<file path="src/rtl/debounce_event_core.sv">
// rtl/debounce_event_core.sv - per-channel edge, hold and press-count events behind an MMIO slot with a level irq
module debounce_event_core #(
  parameter int W          = 8,    // debounced channels, 1..8
  parameter int HOLD_TICKS = 100,  // ms10_tick count for a hold event, 0 disables hold detection
  parameter int CNT_W      = 16    // press counter width, read back zero-extended
) (
  input  logic         clk,
  input  logic         reset_n,
  input  logic         ms10_tick,
  input  logic [W-1:0] db_in,
  input  logic         cs,
  input  logic         read,
  input  logic         write,
  input  logic [4:0]   addr,
  input  logic [31:0]  wr_data,
  output logic [31:0]  rd_data,
  output logic         irq
);

  // Hold FSM encoding
  localparam logic [1:0] ST_IDLE   = 2'd0;
  localparam logic [1:0] ST_TIMING = 2'd1;
  localparam logic [1:0] ST_HELD   = 2'd2;

  localparam logic [7:0] HOLD_T = 8'(HOLD_TICKS);

  // Word addresses inside the slot
  localparam logic [4:0] A_LEVEL = 5'd0;
  localparam logic [4:0] A_RISE  = 5'd1;
  localparam logic [4:0] A_FALL  = 5'd2;
  localparam logic [4:0] A_HOLD  = 5'd3;
  localparam logic [4:0] A_IRQEN = 5'd4;
  localparam int         A_CNT0  = 8;

  logic [W-1:0]     db_prev_q, db_prev_d;
  logic [W-1:0]     rise_ev_q, rise_ev_d;
  logic [W-1:0]     fall_ev_q, fall_ev_d;
  logic [W-1:0]     hold_ev_q, hold_ev_d;
  logic [3*W-1:0]   irq_en_q, irq_en_d;
  logic             irq_q, irq_d;
  logic [1:0]       hstate_q [W];
  logic [1:0]       hstate_d [W];
  logic [7:0]       timer_q  [W];
  logic [7:0]       timer_d  [W];
  logic [CNT_W-1:0] cnt_q    [W];
  logic [CNT_W-1:0] cnt_d    [W];

  logic [W-1:0] rise;
  logic [W-1:0] fall;
  logic [W-1:0] hold_set;
  logic         wr_en;
  logic [W-1:0] clr_rise;
  logic [W-1:0] clr_fall;
  logic [W-1:0] clr_hold;
  logic [W-1:0] cnt_clr;

  // Reads carry no side effects and the upper write bits have no field behind them.
  logic unused_inputs;
  assign unused_inputs = ^{read, wr_data[31:3*W]};

  assign wr_en = cs & write;
  assign rise  = db_in & ~db_prev_q;
  assign fall  = ~db_in & db_prev_q;

  // Write decode: W1C masks for the flag words and per-channel counter clears
  always_comb begin
    clr_rise = '0;
    clr_fall = '0;
    clr_hold = '0;
    cnt_clr  = '0;
    if (wr_en) begin
      if (addr == A_RISE) clr_rise = wr_data[W-1:0];
      if (addr == A_FALL) clr_fall = wr_data[W-1:0];
      if (addr == A_HOLD) clr_hold = wr_data[W-1:0];
      for (int i = 0; i < W; i++) begin
        if (addr == 5'(A_CNT0 + i)) cnt_clr[i] = 1'b1;
      end
    end
  end

  // Hold FSM per channel: a release always returns to idle; the timer only runs while timing
  always_comb begin
    hold_set = '0;
    for (int i = 0; i < W; i++) begin
      hstate_d[i] = hstate_q[i];
      timer_d[i]  = timer_q[i];
      if (HOLD_TICKS == 0 || !db_in[i]) begin
        hstate_d[i] = ST_IDLE;
        timer_d[i]  = '0;
      end else begin
        case (hstate_q[i])
          ST_IDLE: begin
            timer_d[i] = '0;
            if (rise[i]) hstate_d[i] = ST_TIMING;
          end
          ST_TIMING: begin
            if (ms10_tick) begin
              if (timer_q[i] + 8'd1 == HOLD_T) begin
                hold_set[i] = 1'b1;
                hstate_d[i] = ST_HELD;
                timer_d[i]  = HOLD_T;
              end else begin
                timer_d[i] = timer_q[i] + 8'd1;
              end
            end
          end
          ST_HELD: begin
            hstate_d[i] = ST_HELD;
          end
          default: begin
            hstate_d[i] = ST_IDLE;
            timer_d[i]  = '0;
          end
        endcase
      end
    end
  end

  // Sticky flags: a new event in the same cycle as its W1C clear keeps the flag set
  always_comb begin
    db_prev_d = db_in;
    rise_ev_d = (rise_ev_q & ~clr_rise) | rise;
    fall_ev_d = (fall_ev_q & ~clr_fall) | fall;
    hold_ev_d = (hold_ev_q & ~clr_hold) | hold_set;
    irq_en_d  = irq_en_q;
    if (wr_en && addr == A_IRQEN) irq_en_d = wr_data[3*W-1:0];
    irq_d = |({hold_ev_q, fall_ev_q, rise_ev_q} & irq_en_q);
  end

  // Saturating press counters; a clear coinciding with a press leaves a count of one
  always_comb begin
    for (int i = 0; i < W; i++) begin
      cnt_d[i] = cnt_q[i];
      if (cnt_clr[i]) begin
        cnt_d[i] = rise[i] ? CNT_W'(1) : '0;
      end else if (rise[i] && cnt_q[i] != {CNT_W{1'b1}}) begin
        cnt_d[i] = cnt_q[i] + CNT_W'(1);
      end
    end
  end

  // Combinational read mux; unmapped words and unused upper bits read zero
  always_comb begin
    rd_data = '0;
    case (addr)
      A_LEVEL: rd_data[W-1:0]   = db_in;
      A_RISE:  rd_data[W-1:0]   = rise_ev_q;
      A_FALL:  rd_data[W-1:0]   = fall_ev_q;
      A_HOLD:  rd_data[W-1:0]   = hold_ev_q;
      A_IRQEN: rd_data[3*W-1:0] = irq_en_q;
      default: begin
        for (int i = 0; i < W; i++) begin
          if (addr == 5'(A_CNT0 + i)) rd_data[CNT_W-1:0] = cnt_q[i];
        end
      end
    endcase
  end

  // State registers; reset discards any partial hold or count without raising events
  always_ff @(posedge clk or negedge reset_n) begin
    if (!reset_n) begin
      db_prev_q <= '0;
      rise_ev_q <= '0;
      fall_ev_q <= '0;
      hold_ev_q <= '0;
      irq_en_q  <= '0;
      irq_q     <= 1'b0;
      for (int i = 0; i < W; i++) begin
        hstate_q[i] <= ST_IDLE;
        timer_q[i]  <= '0;
        cnt_q[i]    <= '0;
      end
    end else begin
      db_prev_q <= db_prev_d;
      rise_ev_q <= rise_ev_d;
      fall_ev_q <= fall_ev_d;
      hold_ev_q <= hold_ev_d;
      irq_en_q  <= irq_en_d;
      irq_q     <= irq_d;
      for (int i = 0; i < W; i++) begin
        hstate_q[i] <= hstate_d[i];
        timer_q[i]  <= timer_d[i];
        cnt_q[i]    <= cnt_d[i];
      end
    end
  end

  assign irq = irq_q;

endmodule
</file>
<file path="config.mk">
export PLATFORM = sky130hd
export DESIGN_NAME = debounce_event_core
export DESIGN_NICKNAME = d
export VERILOG_FILES = /design/src/rtl/debounce_event_core.sv
export SDC_FILE = /design/constraint.sdc
export NUM_CORES = 1
export LEC_CHECK = 0
export CAP_MARGIN = 5
export CORE_MARGIN = 1
export CORE_UTILIZATION = 30
export DETAILED_ROUTE_END_ITERATION = 7
export GPL_TIMING_DRIVEN = 0
export HOLD_SLACK_MARGIN = 0.06
export SYNTH_ARGS = -nofsm -noshare
export SYNTH_HDL_FRONTEND = slang
export SYNTH_SLANG_ARGS = --single-unit
</file>
<file path="constraint.sdc">
create_clock -name clk -period 2.45 [get_ports clk]
set_input_delay 0.6125 -clock clk [delete_from_list [all_inputs] [get_ports clk]]
set_output_delay 0.6125 -clock clk [all_outputs]
set_load 0.02 [all_outputs]
</file>
==> impl_metrics.json <==
{
  "yosys_warnings": 0,
  "row_count": 83,
  "drt_pass1_iterations": 6,
  "combined_buffer_and_inverter_count_along_the_critical_path": 3,
  "synthCells": 1738,
  "run_status": "finished with violations",
  "cts_tree": "built",
  "grt_first_pass_wirelength_um": 76800,
  "postSynthAreaPerCell_um2": 9.00,
  "core_area_um2": 51400,
  "timing.critical_path.required_ns": 1.84,
  "synth.ff_latch_count": 265,
  "clock_tree.buffer_depth": 3,
  "synth_cell_type_count": 76,
  "finalNetCount": 1961,
  "starting_utilization_of_the_core_area_pct": 30.4,
  "leakagePower_nw": 8.03,
  "global_route.overflow_total": 0,
  "relSlewSlack_pct": 40.5,
  "htree_levels": 1,
  "port_buffers": 64,
  "chipHeight_um": 230,
  "cts.reportedPaths.clkPinSlew_ns": 0.06,
  "worst_pin_slew_ns": 0.886,
  "cp.arrival_ns": 2.37,
  "number_of_flops_mapped_to_enable_cells_by_yosys": 0,
  "worstSetupEndpointType": "output port",
  "n_antenna_cell": 0,
  "crit_path_top_delay_cell": "sky130_fd_sc_hd__a222oi_1",
  "cellPowerDensity_nw_per_um2": 648,
  "grt_antenna_before_repair": 1,
  "max_cap_viol_count": 0,
  "post-route-drc-count": 0,
  "violations": "setup timing",
  "fmax_mhz": 336,
  "yosysTopAreaCell": "sky130_fd_sc_hd__dfrtp_1",
  "die_w_um": 230,
  "top_level_ports": 84,
  "worstPathCellList": "buf_12 > bufbuf_16 > and3b_2 > a21oi_2 > a21oi_1 > a222oi_1 > nand2_1 > buf_6",
  "number_of_global_route_vias_before_repair": 13400,
  "hold_viol": 0,
  "finClkSkew_ns": 0.0105,
  "fillers": 5147,
  "post-route-worst-setup-slack_ns": -0.530,
  "final_min_period_over_clock_period_pct": 122,
  "wl_per_cell_um": 19.0,
  "layout-drive-gt1-share_pct": 17.0,
  "grt_start_max_net_pins": 112,
  "detail-route-antenna-nets": 0,
  "vdd.ir_drop.worst_v": 0.000497,
  "globalRouteTotalUtil_pct": 18.3,
  "netlist.area_leader.share_pct": 42.4,
  "clockRootBuffer": "sky130_fd_sc_hd__clkbuf_16",
  "worst-setup-path-type": "primary input to output port",
  "synth_area_um2": 15600,
  "dieArea_um2": 53000,
  "gp_congestion": 0.938,
  "timing.final.crit_period_ns": 2.98,
  "vias": 13900,
  "finalSetupViolCount": 24,
  "dr.first_iter.drc_count": 1124,
  "avgViaCountPerCell": 5.41,
  "synth-main-ff-cell": "sky130_fd_sc_hd__dfrtp_1",
  "final.setup.tns_ns": -6.92,
  "synth_seq_area_share_pct": 42.4,
  "timing.critical_path.slowest_cell_delay_ns": 0.46,
  "clk-insertion-delay-late_ns": 0.60,
  "drt_wl_total_um": 48900,
  "clock-sinks": 265,
  "grt_setup_unrepaired": "yes",
  "hpwl_um": 35900,
  "worst_path_dominant_cell_family": "compound AO/OA/AOI/OAI gates",
  "ys_async_sr_fraction_pct": 100,
  "report.power.total_mw": 12.5,
  "netlist_top_cells_area": "sky130_fd_sc_hd__dfrtp_1, sky130_fd_sc_hd__o21ai_0, sky130_fd_sc_hd__nor2_1",
  "worst-path-max-fanout": 5,
  "hold_path_class": "primary input to flip-flop",
  "startpoint_type": "primary input",
  "report.final.slew_viol_count": 0,
  "syn2layout_area_growth_pct": 23.8,
  "tritoncts.num_buffers": 31
}
[cells in the mapped netlist (all sizes together) (9+ instances only)]
cell type	instances
or2	9
a221oi	11
xnor2	68
nor4	26
inv	44
mux2i	39
and4	13
nor2	170
mux2	27
nand2	170
o211ai	23
dfrtp	265
nand4	51
and3	31
a21oi	73
o21ai	153
clkbuf	45
and2	14
or3	25
a211oi	10
nor3	48
buf	40
a31oi	12
nor2b	35
ha	40
o31ai	22
xor2	39
nand3b	12
a22oi	20
nand2b	31
nand3	82
[kinds of logic after synthesis]
| group | Yosys count | synth area share, % |
|---|---|---|
| AND/OR/NAND/NOR | 745 | 24.4 |
| AO/OA/AOI/OAI | 384 | 15.2 |
| flip-flops | 265 | 42.4 |
| buffers and inverters | 129 | 3.67 |
| XOR/XNOR | 107 | 5.99 |
| multiplexers | 67 | 5.07 |
| adder cells (fa/ha/maj) | 40 | 3.20 |
| other | 1 | 0.0240 |
[cell type report]
type	count	area (um2)	share of cell area, %
clock buffers	49	933	4.82
multi-input cells	1351	9010	46.5
inverters	44	165	0.853
well taps	680	851	4.40
clock inverters	7	52.6	0.272
flip-flops and latches	265	6660	34.4
plain buffers	77	621	3.21
repair buffers	100	1070	5.52
[layer usage]
layer,global-route usage [%],vias up,wire (um)
met3,4.38,104,3790
met2,28.1,492,21200
met1,25.5,6805,22200
li1,-,6529,-
met5,0,-,14
met4,5.34,2,1580
[registers in the layout, indices dropped and copies added, names as in the netlist]
register and cells:
cnt_q 128, rise_ev_q 8, irq 1, hold_ev_q 8, timer_q 64, hstate_q 16, db_prev_q 8, irq_en_q 24
fall_ev_q 8
[what timing repair did]
| action | in CTS | in global routing |
|---|---|---|
| setup endpoints to repair | 67 | 24 |
| cloned | 3 | 0 |
| hold buffers | 1 | 0 |
| pin swaps | 28 | 19 |
| gates resized for setup | 351 | 43 |
| endpoints found under the hold margin | 69 | 0 |
| buffers inserted | 25 | 7 |
[cells in the final DEF, fill, tap and decap left out, types with 8 or more instances in the layout]
master	instances
sky130_fd_sc_hd__nor2b_1	31
sky130_fd_sc_hd__clkbuf_8	16
sky130_fd_sc_hd__dfrtp_1	246
sky130_fd_sc_hd__a22oi_1	16
sky130_fd_sc_hd__a211oi_1	9
sky130_fd_sc_hd__o31ai_1	22
sky130_fd_sc_hd__clkbuf_16	31
sky130_fd_sc_hd__inv_1	43
sky130_fd_sc_hd__nor2_1	163
sky130_fd_sc_hd__and4_1	12
sky130_fd_sc_hd__nand2b_1	30
sky130_fd_sc_hd__mux2i_1	27
sky130_fd_sc_hd__and2_4	9
sky130_fd_sc_hd__nand3b_1	12
sky130_fd_sc_hd__conb_1	8
sky130_fd_sc_hd__buf_6	35
sky130_fd_sc_hd__buf_8	9
sky130_fd_sc_hd__nand4_1	51
sky130_fd_sc_hd__o21ai_1	12
sky130_fd_sc_hd__o211ai_1	23
sky130_fd_sc_hd__nor4_1	24
sky130_fd_sc_hd__xnor2_1	68
sky130_fd_sc_hd__nand3_1	81
sky130_fd_sc_hd__and3_1	31
sky130_fd_sc_hd__xor2_1	39
sky130_fd_sc_hd__ha_1	40
sky130_fd_sc_hd__mux2_4	22
sky130_fd_sc_hd__mux2i_4	8
sky130_fd_sc_hd__clkdlybuf4s50_1	31
sky130_fd_sc_hd__clkbuf_1	31
sky130_fd_sc_hd__nand2_1	159
sky130_fd_sc_hd__or3_1	24
sky130_fd_sc_hd__buf_2	14
sky130_fd_sc_hd__dfrtp_2	19
sky130_fd_sc_hd__o21ai_0	138
sky130_fd_sc_hd__a21oi_1	66
sky130_fd_sc_hd__buf_4	37
sky130_fd_sc_hd__nor3_1	41
[worst paths after layout]
path	from	endpoint	slack (ns)	cells past startpoint
hold / removal	db_in[7]	db_prev_q[7]$_DFF_PN0_	0.30	1
hold reg to reg	timer_q[5]$_DFFE_PN0P_	timer_q[5]$_DFFE_PN0P_	0.50	1
min in group asynchronous	reset_n	cnt_q[13]$_DFFE_PN0P_	0.58	2
setup reg to reg	cnt_q[0]$_DFFE_PN0P_	cnt_q[1]$_DFFE_PN0P_	0.25	6
max in group asynchronous	reset_n	cnt_q[118]$_DFFE_PN0P_	0.88	3
setup / recovery	addr[0]	rd_data[9]	-0.53	8
[per-stage QoR]
| step | cell area (um2) | std cells | utilization [%] | worst slack (ns) | hold WS [ns] |
|---|---|---|---|---|---|
| 5_1_grt | 19400 | 2573 | 37.6 | -0.522 | 0.304 |
| 2_1_floorplan | 15800 | 1745 | - | -0.0239 | 0.317 |
| 3_3_place_gp | 17300 | 2489 | 33.6 | -11.02 | 0.481 |
| 3_5_place_dp | 17300 | 2491 | 33.7 | -1.90 | 0.487 |
| 6_report | 19400 | 2573 | 37.6 | -0.530 | 0.299 |
| 4_1_cts | 19200 | 2569 | 37.4 | -0.511 | 0.288 |
[power breakdown]
part	total, mW	leakage, nW	switching [mW]	internal [mW]
Combinational	2.48	4.07	1.38	1.10
Clock	4.50	0.487	1.90	2.60
Sequential	5.56	3.47	0.714	4.84
Note: power is estimated with default switching activity, not from simulation.
